<file path="src/rtl/mask_enc_pkg.sv">
// Shared types and defaults for the mask encoder.
// Latency: n/a (package only).
// Backpressure: n/a (package only).
package mask_enc_pkg;

    localparam int N_DEF    = 32;
    localparam int IDXW_DEF = 5;

    typedef enum logic {
        IDLE = 1'b0,
        SCAN = 1'b1
    } state_t;

endpackage

</file>
<file path="src/rtl/mask_encoder_32x5_prio_enc32.sv">
// Combinational priority encoder: index of the lowest (or highest) set bit of vec.
// Latency: 0 cycles, purely combinational.
// Backpressure: none; the caller decides when idx is consumed.
//
// Ports:
//   vec        in   N     bit vector to encode
//   msb_first  in   1     0: report lowest set bit, 1: report highest set bit
//   idx        out  IDXW  encoded index, 0 when no bit is set
//   any        out  1     at least one bit of vec is set
module prio_enc32 #(
    parameter int N    = mask_enc_pkg::N_DEF,
    parameter int IDXW = mask_enc_pkg::IDXW_DEF
) (
    input  logic [N-1:0]    vec,
    input  logic            msb_first,
    output logic [IDXW-1:0] idx,
    output logic            any
);

    // The last matching iteration wins, so the scan direction picks
    // which end of the vector has priority.
    always_comb begin
        idx = '0;
        any = |vec;
        if (msb_first) begin
            for (int i = 0; i < N; i++) begin
                if (vec[i]) idx = IDXW'(i);
            end
        end else begin
            for (int i = N - 1; i >= 0; i--) begin
                if (vec[i]) idx = IDXW'(i);
            end
        end
    end

endmodule

</file>
<file path="src/rtl/mask_encoder_32x5.sv">
// Walks a request mask and streams out the index of every set bit, one per beat.
// Latency: first index valid the cycle after the mask is accepted; one IDLE bubble between masks.
// Backpressure: out_ready low holds out_idx/out_last/pending stable; in_ready is low while scanning.
//
// Ports:
//   clk, rst               clock (rising edge), asynchronous active-high reset
//   in_valid/in_ready      mask handshake; in_mask sampled only on the accepting edge
//   in_mask                set bits to be encoded
//   flush                  synchronous abort, beats in the flush cycle are not taken
//   out_valid/out_ready    index handshake
//   out_idx, out_last      current index, and flag for the final set bit of the mask
//   empty_pls              one-cycle pulse after an all-zero mask is accepted
//   emit_cnt               indices emitted so far for the current mask
module mask_encoder_32x5
    import mask_enc_pkg::*;
#(
    parameter int N         = N_DEF,
    parameter int IDXW      = IDXW_DEF,
    parameter bit MSB_FIRST = 1'b0
) (
    input  logic            clk,
    input  logic            rst,
    input  logic            in_valid,
    output logic            in_ready,
    input  logic [N-1:0]    in_mask,
    input  logic            flush,
    output logic            out_valid,
    input  logic            out_ready,
    output logic [IDXW-1:0] out_idx,
    output logic            out_last,
    output logic            empty_pls,
    output logic [5:0]      emit_cnt
);

    if (IDXW != $clog2(N)) begin : g_bad_idxw
        $fatal(1, "mask_encoder_32x5: IDXW must equal clog2(N)");
    end
    if (N < 2 || N > 32 || (N & (N - 1)) != 0) begin : g_bad_n
        $fatal(1, "mask_encoder_32x5: N must be a power of two in 2..32");
    end

    state_t          state;
    logic [N-1:0]    pending;
    logic [IDXW-1:0] enc_idx;
    logic            pend_any;
    logic            single;
    logic [N-1:0]    clr_mask;
    logic            beat;

    prio_enc32 #(
        .N    (N),
        .IDXW (IDXW)
    ) u_enc (
        .vec       (pending),
        .msb_first (MSB_FIRST),
        .idx       (enc_idx),
        .any       (pend_any)
    );

    // Exactly one bit left: clearing the lowest set bit leaves nothing.
    assign single   = (pending & (pending - N'(1))) == '0;
    assign clr_mask = N'(1) << enc_idx;

    assign in_ready  = (state == IDLE);
    assign out_valid = (state == SCAN) && pend_any;
    assign out_idx   = out_valid ? enc_idx : '0;
    assign out_last  = out_valid && single;
    assign beat      = out_valid && out_ready;

    always_ff @(posedge clk or posedge rst) begin
        if (rst) begin
            state     <= IDLE;
            pending   <= '0;
            emit_cnt  <= '0;
            empty_pls <= 1'b0;
        end else begin
            empty_pls <= 1'b0;
            if (flush) begin
                // Flush overrides any handshake on either side this cycle.
                state    <= IDLE;
                pending  <= '0;
                emit_cnt <= '0;
            end else begin
                case (state)
                    IDLE: begin
                        if (in_valid) begin
                            emit_cnt <= '0;
                            if (in_mask != '0) begin
                                pending <= in_mask;
                                state   <= SCAN;
                            end else begin
                                empty_pls <= 1'b1;
                            end
                        end
                    end
                    SCAN: begin
                        if (beat) begin
                            pending  <= pending & ~clr_mask;
                            emit_cnt <= emit_cnt + 6'd1;
                            if (single) state <= IDLE;
                        end
                    end
                    default: state <= IDLE;
                endcase
            end
        end
    end

endmodule

</file>
<file path="config.mk">
export PLATFORM = sky130hd
export DESIGN_NAME = mask_encoder_32x5
export DESIGN_NICKNAME = d
export VERILOG_FILES = /design/src/rtl/mask_enc_pkg.sv /design/src/rtl/mask_encoder_32x5_prio_enc32.sv /design/src/rtl/mask_encoder_32x5.sv
export SDC_FILE = /design/constraint.sdc
export NUM_CORES = 1
export LEC_CHECK = 0
export CORE_ASPECT_RATIO = 0.6
export CORE_MARGIN = 5
export CORE_UTILIZATION = 50
export CTS_BUF_LIST = sky130_fd_sc_hd__clkbuf_2 sky130_fd_sc_hd__clkbuf_4 sky130_fd_sc_hd__clkbuf_8
export CTS_CLUSTER_DIAMETER = 60
export DETAILED_ROUTE_END_ITERATION = 8
export GPL_TIMING_DRIVEN = 0
export MAX_ROUTING_LAYER = met4
export PLACE_DENSITY = 0.87
export REMOVE_ABC_BUFFERS = 1
export SETUP_SLACK_MARGIN = 0.15
export SYNTH_ARGS = -nofsm -noshare
export SYNTH_HDL_FRONTEND = slang
export SYNTH_SLANG_ARGS = --single-unit
</file>
<file path="constraint.sdc">
create_clock -name clk -period 10.67 [get_ports clk]
set_clock_uncertainty 0.15 [all_clocks]
set_input_delay 2.134 -clock clk [delete_from_list [all_inputs] [get_ports clk]]
set_output_delay 2.134 -clock clk [all_outputs]
set_load 0.01 [all_outputs]
</file>
---- After elaboration in Yosys (flattened, before gate mapping) ----
Index checks and enable logic that the tools add are counted.
storage, ports and cells
  register bits after elaboration ......... 40
  output and inout bits ................... 15
  word-level logic and storage cells ...... 74
cells by class
  $add $sub $neg .......................... 2
  equal/unequal tests ..................... 3
  shift-type cells ........................ 1
  muxes and demuxes ....................... 52
  bitwise operators ....................... 4
  reduce and logical (&&, ||, !) cells .... 8
operators by type and width
  operator                                                count
  2-to-1 mux 5 bit                                        33
  2-to-1 mux 32 bit                                       4
  AND 32 bit                                              2
  case mux 32 bit (2 select lines)                        1
  zero test 32 bit                                        1
  inverter 32 bit                                         1
  nonzero test 32 bit                                     1
  OR reduction 32 bit                                     1
  << shifter 1 x 5 -> 32 bit (first input constant)       1
  subtractor 32 x 1 -> 32 bit (second input constant)     1
  2-to-1 mux 6 bit                                        3
  case mux 6 bit (2 select lines)                         1
  2-to-1 mux 1 bit                                        9
  adder 6 x 1 -> 6 bit (second input constant)            1
  inequality test 3 x 2 -> 1 bit (second input constant)  2
  logical AND 1 bit                                       3
  inequality test 3 x 1 -> 1 bit (second input constant)  1
  AND reduction 3 bit                                     1
  case mux 1 bit (2 select lines)                         1
  AND reduction 2 bit                                     1
  inverter 1 bit                                          1

---- Depth between registers and ports, before layout ----
Gate-level depths: netlist of run 1.
  word-level depth ........................ 38
  depth in mapped cells ................... 13
  depth with buffers taken out ............ 10

---- Modules after synthesis ----
From an unflattened synthesis of run 1, not the netlist that was laid out.
second synthesis, totals
  cell total of the unflattened synthesis .. 425
  area, all modules ....................... 3226.8 sq um
modules (own cells, without submodules)
  module             times used  cells an instance  area each (sq um)  sequential area each (sq um)
  mask_encoder_32x5  1           311                2548.7             1001.0
  prio_enc32         1           114                678.2              0.0

---- Least setup slack after synthesis of run 1 ----
OpenSTA, ideal clock, no wires.
  path kind ............................... reg-to-output
  start ................................... register pending[5]
  end ..................................... output out_last
  data arrival time ....................... 2682 ps
  path slack .............................. 5704 ps
  stages on the path, launching flop included .. 10
  path buffers ............................ 1
  cell sequence ........................... dfrtp_1 -> buf_2 -> or4_4 -> or3_1 -> or3_1 -> a2111oi_0 -> o21ai_1 -> nor4_1 -> and4_1 -> and4_1
between the ends
  longest elaborated chain between the ends .. 4
  elaborated cells between the ends (all ways) .. 6
  classes of those cells .................. add/sub: 1; bitwise: 1; reduce/logical: 4
ends and longest elaborated chain
  what                         line                     RTL
  start: declaration           mask_encoder_32x5.sv:43  logic [N-1:0] pending;
  start signal: assignment     mask_encoder_32x5.sv:89  pending <= in_mask;
  start signal: assignment     mask_encoder_32x5.sv:98  pending <= pending & ~clr_mask;
  subtractor 32 x 1 -> 32 bit  mask_encoder_32x5.sv:61  assign single = (pending & (pending - N'(1))) == '0;
  AND 32 bit                   mask_encoder_32x5.sv:61
  zero test 32 bit             mask_encoder_32x5.sv:61
  logical AND 1 bit (*)        mask_encoder_32x5.sv:67  assign out_last = out_valid && single;
  end: declaration             mask_encoder_32x5.sv:30  output logic out_last,
Mark *: on every way between the ends. The rest lies on a longest branch, timed or not.

---- Final worst setup path of run 1 ----
  start ................................... register pending[8]
  end ..................................... output out_last
The elaborated chain is that of the path after synthesis.

==> impl_metrics.yaml, run 1 <==
cts:
  clk_path_buf_depth: 2
  cts_buffers: 5
  cts_root_buffer: "clkbuf_8"
  post_cts_buffers: 0
  cts_tree: "built"
  ctsHoldBuffers: 0
  ctsResizeCount: 0
  clk_latency_ns: 0.30
  clk_pin_slew_worst_paths_ns: 0.09
  h-tree-depth: 2
  clock-sinks: 40
final_layout:
  stdcell_count: 456
  drive_gt1_frac: 0.0465
  final_cell_area_mm2: 0.00341
  multiInputGateArea_mm2: 0.00168
  nFillCells: 486
  antenna_cells: 0
  area_delta_synth_final_pct: 22.0
  fin_nets: 424
  final_core_util: 0.621
  regArea_mm2: 0.00100
die:
  die_area_mm2: 0.00723
  ios: 52
  coreArea_mm2: 0.00549
  die_h_um: 67.9
  rows: 21
  fp.dieW_um: 107
  start_util: 0.509
sta:
  rsz0062_at_grt: "false"
  slew_headroom: 0.298
  slew_viol_final: 0
  setup_violations: 0
  hold_slack_ns: 0.415
  fmax_mhz: 156
  fin_tns_setup_ns: 0
  finalCritPeriodShare: 0.600
  worstMarginPinSlew_ns: 1.05
  period_needed_ns: 6.40
  setup_slack_ns: 4.27
  hold_viol_final: 0
grt:
  grt_use_total: 0.283
  grt-ovfl-total: 0
  antenna_found_initial: 0
  grt_pass1_vias: 2747
  grt_pass1_wl_mm: 15.2
  grt_max_degree: 41
logic_synthesis:
  ys_seq_elements: 40
  synth_top_cell_by_area: "dfrtp_1"
  syn_avg_cell_area_um2: 8.12
  netlist.area_leader.share: 0.358
  ys_top_cells_by_area: "dfrtp_1 36%, a22o_1 9.1%, nor2_1 7.7%"
  yosysWarnings: 0
  ys_seq_area_frac: 0.358
  syn_inst: 344
  syn_area_mm2: 0.00279
  yosysUniqueCellTypes: 52
drt:
  ant_nets: 0
  drt-vias-per-instance: 6.58
  wl_per_cell_um: 20.8
  vias: 3000
  drtIter0Drc: 283
  drc: 0
  dr.pass1.iters: 5
  wl_mm: 9.50
worst_setup_path:
  cp_data_required_time_ns: 8.39
  critPathMaxFanout: 8
  start_kind: "flop"
  critPathKind: "reg2out"
  cp-end-kind: "primary output"
  crit_arrival_ns: 4.12
placement:
  gp_congestion: 0.983
  hpwl_mm: 7.06
  dpl_worst_slack_ns: 4.69
  numPortBuffers: 51
  dpl.cell_count: 448
  placed_area_mm2: 0.00331
power_and_ir_drop:
  p_per_area_mw_per_mm2: 137
  ir_drop_mv: 0.0733
  finalPower_mw: 0.468
  p_leak_nw: 1.38
run_status:
  status: "finished clean"
flow_run:
  maxCapViolCount: 0
min_path:
  worst_hold_path_type: "reg2reg"
==> Yosys cell counts (all sizes together) <==
| cell type | count |
|---|---|
| a2111o | 1 |
| a2111oi | 1 |
| a211oi | 3 |
| a21o | 4 |
| a21oi | 10 |
| a221oi | 1 |
| a22o | 29 |
| a2bb2oi | 1 |
| a31oi | 2 |
| a41oi | 1 |
| and2 | 5 |
| and3 | 3 |
| and4 | 2 |
| buf | 6 |
| clkbuf | 10 |
| dfrtp | 40 |
| ha | 1 |
| inv | 10 |
| maj3 | 1 |
| nand2 | 15 |
| nand2b | 8 |
| nand3 | 10 |
| nand3b | 1 |
| nand4 | 4 |
| nand4b | 1 |
| nor2 | 57 |
| nor2b | 2 |
| nor3 | 13 |
| nor4 | 17 |
| o2111ai | 1 |
| o211a | 2 |
| o211ai | 4 |
| o21a | 3 |
| o21ai | 39 |
| o221ai | 1 |
| o22ai | 4 |
| o31a | 6 |
| o31ai | 2 |
| o32a | 1 |
| or2 | 3 |
| or3 | 8 |
| or4 | 7 |
| xnor2 | 1 |
| xor2 | 3 |
==> area by class of cell <==
type,instances,area share
timing repair buffer,51,0.150
clock inverter,2,0.00441
sequential,40,0.294
clock buffer,6,0.0242
multi-input combinational,278,0.492
tap,69,0.0253
inverter,10,0.0110
==> final timing paths <==
path	start	to	slack, ns	cells after the start
hold / removal	emit_cnt[5]	emit_cnt[5]	0.41	2
setup reg to reg	pending[12]	pending[12]	6.71	9
hold reg to reg	emit_cnt[5]	emit_cnt[5]	0.41	2
setup / recovery	pending[8]	out_last	4.27	9
max in group asynchronous	rst	emit_cnt[4]	7.65	2
min in group asynchronous	rst	pending[31]	2.19	2
==> critical path, cell delays in order (launching register included) <==
cell,delay (ns)
dfrtp_1,0.47
nor4_1,0.43
o221ai_1,0.24
and2_1,0.24
or4_1,0.65
or2_0,0.55
o21ai_0,0.28
o21a_1,0.22
and4_1,0.21
clkdlybuf4s50_1,0.53
==> per-layer routing <==
metal	up-vias	global-route usage	part of all wire
met2	201	0.364	0.38
met5	-	-	0
li1	1397	-	-
met4	0	0.0431	0.0068
met1	1394	0.439	0.49
met3	8	0.0773	0.12
==> power by group <==
part | switching, mW | internal, mW
Sequential | 0.0239 | 0.163
Combinational | 0.104 | 0.0675
Clock | 0.0570 | 0.0524
Total | 0.185 | 0.283
==> cells in the final DEF (no fill, tap or decap), types with 3 or more instances in the layout <==
master / count
clkbuf_8: 6
o21ai_0: 33
o31a_1: 6
or3_1: 8
a21oi_1: 10
a211oi_1: 3
o21a_1: 3
and3_1: 3
o211ai_1: 4
and2_1: 3
nor3_1: 13
o21ai_1: 6
or4_1: 5
o22ai_1: 4
nand2b_1: 8
a22o_1: 29
inv_1: 8
nand3_1: 10
clkdlybuf4s50_1: 51
nor2_1: 57
nand2_1: 14
nor4_1: 16
a21o_1: 4
xor2_1: 3
dfrtp_1: 40
nand4_1: 4
==> kinds of logic after synthesis <==
logic type | share of synthesized area
and+or+nand+nor | 0.292
AOI/OAI and AO/OA | 0.288
DFF | 0.358
buffers and inverters | 0.0421
xor gates and xnor gates | 0.0125
adders and majority gates | 0.00806
==> registers in the layout, summed over array words and instances (netlist names) <==
signal / cells
emit_cnt: 6
empty_pls: 1
pending: 32
state: 1
No activity file was read; power rests on OpenSTA's default activity.
==> run 2, diff against run 1 <==
--- a/config.mk
+++ b/config.mk
@@ -7,13 +7,13 @@
 export LEC_CHECK = 0
 export CORE_ASPECT_RATIO = 0.6
 export CORE_MARGIN = 5
-export CORE_UTILIZATION = 50
+export CORE_UTILIZATION = 49
 export CTS_BUF_LIST = sky130_fd_sc_hd__clkbuf_2 sky130_fd_sc_hd__clkbuf_4 sky130_fd_sc_hd__clkbuf_8
 export CTS_CLUSTER_DIAMETER = 60
 export DETAILED_ROUTE_END_ITERATION = 8
 export GPL_TIMING_DRIVEN = 0
 export MAX_ROUTING_LAYER = met4
-export PLACE_DENSITY = 0.87
+export PLACE_DENSITY = 0.89
 export REMOVE_ABC_BUFFERS = 1
 export SETUP_SLACK_MARGIN = 0.15
 export SYNTH_ARGS = -nofsm -noshare
==> constraint.sdc (replaced) <==
create_clock -name clk -period 5.67 [get_ports clk]
set_clock_uncertainty 0.15 [all_clocks]
set_input_delay 1.134 -clock clk [delete_from_list [all_inputs] [get_ports clk]]
set_output_delay 1.134 -clock clk [all_outputs]
set_load 0.01 [all_outputs]
==> run 2 against run 1 <==
Die area rose by 1.8%. Non-clock buffer count did not move. Worst setup slack worse by 3.8 ns. Combinational power increased by 88%. First-iteration DRC count increased by 15%. Count of clock-buffer cells in the layout up 2. Sequential power is 89% higher. Highest routed layer unchanged.
==> impl_metrics.yaml, run 2 (same netlist as run 1, synthesis figures left out) <==
power_and_ir_drop:
  p_int_mw: 0.544
  p_per_area_mw_per_mm2: 260
  p_sw_frac: 0.389
  comb_power_share: 0.363
  finalPower_mw: 0.890
  ir_drop_mv: 0.157
  p_sw_mw: 0.346
  power_frac_seq: 0.398
  p_clk_frac: 0.239
  p_leak_nw: 1.39
final_layout:
  multiInputGateArea_mm2: 0.00168
  regArea_mm2: 0.00100
  nFillCells: 503
  fin_nets: 424
  final_cell_mix: "57 x nor2_1, 51 x clkdlybuf4s50_1, 40 x dfrtp_1"
  final_cell_area_mm2: 0.00343
  layout_commonest_cell: "nor2_1"
  drive_gt1_frac: 0.0491
  largest_reg_flops: 32
  top_register: "pending"
  reg_top3: "pending (32), emit_cnt (6)"
  area_delta_synth_final_pct: 22.7
  antenna_cells: 0
die:
  coreArea_mm2: 0.00554
  ios: 52
  die_h_um: 68.5
  start_util: 0.504
  rows: 21
  fp.dieW_um: 107
  die_area_mm2: 0.00736
drt:
  dr.pass1.iters: 6
  ant_nets: 0
  drc: 0
  wl_per_cell_um: 20.4
  wl_mm: 9.55
  drt-vias-per-instance: 6.39
  vias: 2985
  drtIter0Drc: 325
cts:
  h-tree-depth: 2
  cts_buffers: 5
  clock-sinks: 40
  cts_root_buffer: "clkbuf_8"
  cts_tree: "built"
  ctsHoldBuffers: 0
  clk_path_buf_depth: 2
  clk_latency_ns: 0.31
  clk_pin_slew_worst_paths_ns: 0.08
placement:
  hpwl_mm: 7.02
  gp_congestion: 0.955
  numPortBuffers: 51
  dpl_worst_slack_ns: 0.750
  placed_area_mm2: 0.00332
grt:
  antenna_found_initial: 0
  grt_max_degree: 41
  grt_pass1_wl_mm: 15.1
  grt-ovfl-total: 0
  grt_pass1_vias: 2824
  grt_use_total: 0.279
run_status:
  status: "finished clean"
worst_setup_path:
  path_cells: "nor4_2 > o221ai_1 > and2_1 > or4_1 > or2_1 > o21ai_0 > o21a_1 > and4_1 > clkdlybuf4s50_1"
  max_stage_delay_ns: 0.66
  crit_slowest_cell: "or4_1"
  cp-end-kind: "primary output"
  critPathKind: "reg2out"
  start_kind: "flop"
  cp_data_required_time_ns: 4.39
  crit_arrival_ns: 3.91
  critPathMaxFanout: 8
  crit_buf_inv: 1
  worst_path_dominant_cell_family: "simple AND/OR/NAND/NOR gates"
sta:
  worstMarginPinSlew_ns: 1.04
  hold_slack_ns: 0.407
  hold_viol_final: 0
  fin_tns_setup_ns: 0
  fmax_mhz: 193
  slew_headroom: 0.304
  setup_slack_ns: 0.479
  rsz0062_at_grt: "false"
  period_needed_ns: 5.19
  finalCritPeriodShare: 0.916
  slew_viol_final: 0
  setup_violations: 0
min_path:
  worst_hold_path_type: "reg2reg"
flow_run:
  maxCapViolCount: 0
[run 2: worst register-to-register path: cells and delay by family, from the launching register on]
kind	cells	cell delay [ns]
and+or+nand+nor	7	2.85
DFF	1	0.45
buffers and inverters	1	0.07
AOI/OAI and AO/OA	1	0.29
[run 2: path summary, 6_finish.rpt]
| kind | to | depth (start not counted) | from | slack (ns) |
|---|---|---|---|---|
| max | out_last | 9 | pending[8] | 0.48 |
| min | emit_cnt[5] | 2 | emit_cnt[5] | 0.41 |
| max reg2reg | pending[18] | 9 | pending[12] | 1.76 |
| min reg2reg | emit_cnt[5] | 2 | emit_cnt[5] | 0.41 |
| max in group asynchronous | emit_cnt[2] | 2 | rst | 3.67 |
| min in group asynchronous | pending[20] | 2 | rst | 1.17 |
[run 2: routing by layer]
metal  up-vias  global-route usage  part of all wire
met5         -                   -                 0
met4         0              0.0598            0.0073
met3        10              0.0865              0.13
met2       205               0.361              0.38
met1      1382               0.419              0.48
li1       1388                   -                 -
[run 2: timing repair]
item	4_1_cts	5_1_grt
buffers inserted	0	0
resized for setup	0	2
endpoints found under the setup margin	0	1
[run 2: power groups by stage]
| stage | clock [mW] | combinational, mW | sequential, mW |
|---|---|---|---|
| after global placement | 0 | 0.310 | 0.355 |
| after detailed placement | 0 | 0.311 | 0.355 |
| final | 0.213 | 0.323 | 0.354 |
| after global routing | 0.228 | 0.348 | 0.358 |
| after CTS | 0.213 | 0.313 | 0.351 |
| after floorplan | 0 | 0.200 | 0.341 |
[run 2: stage by stage]
stage	instances	util
6_report	467	0.618
4_1_cts	467	0.617
2_1_floorplan	328	-
5_1_grt	467	0.618
3_3_place_gp	459	0.600
3_5_place_dp	459	0.600
[run 2: cell type report]
class                      instances  share of cell area
multi-input combinational        278               0.491
sequential                        40               0.292
timing repair buffer              51               0.149
tap                               80              0.0292
clock buffer                       8              0.0285
inverter                          10              0.0109
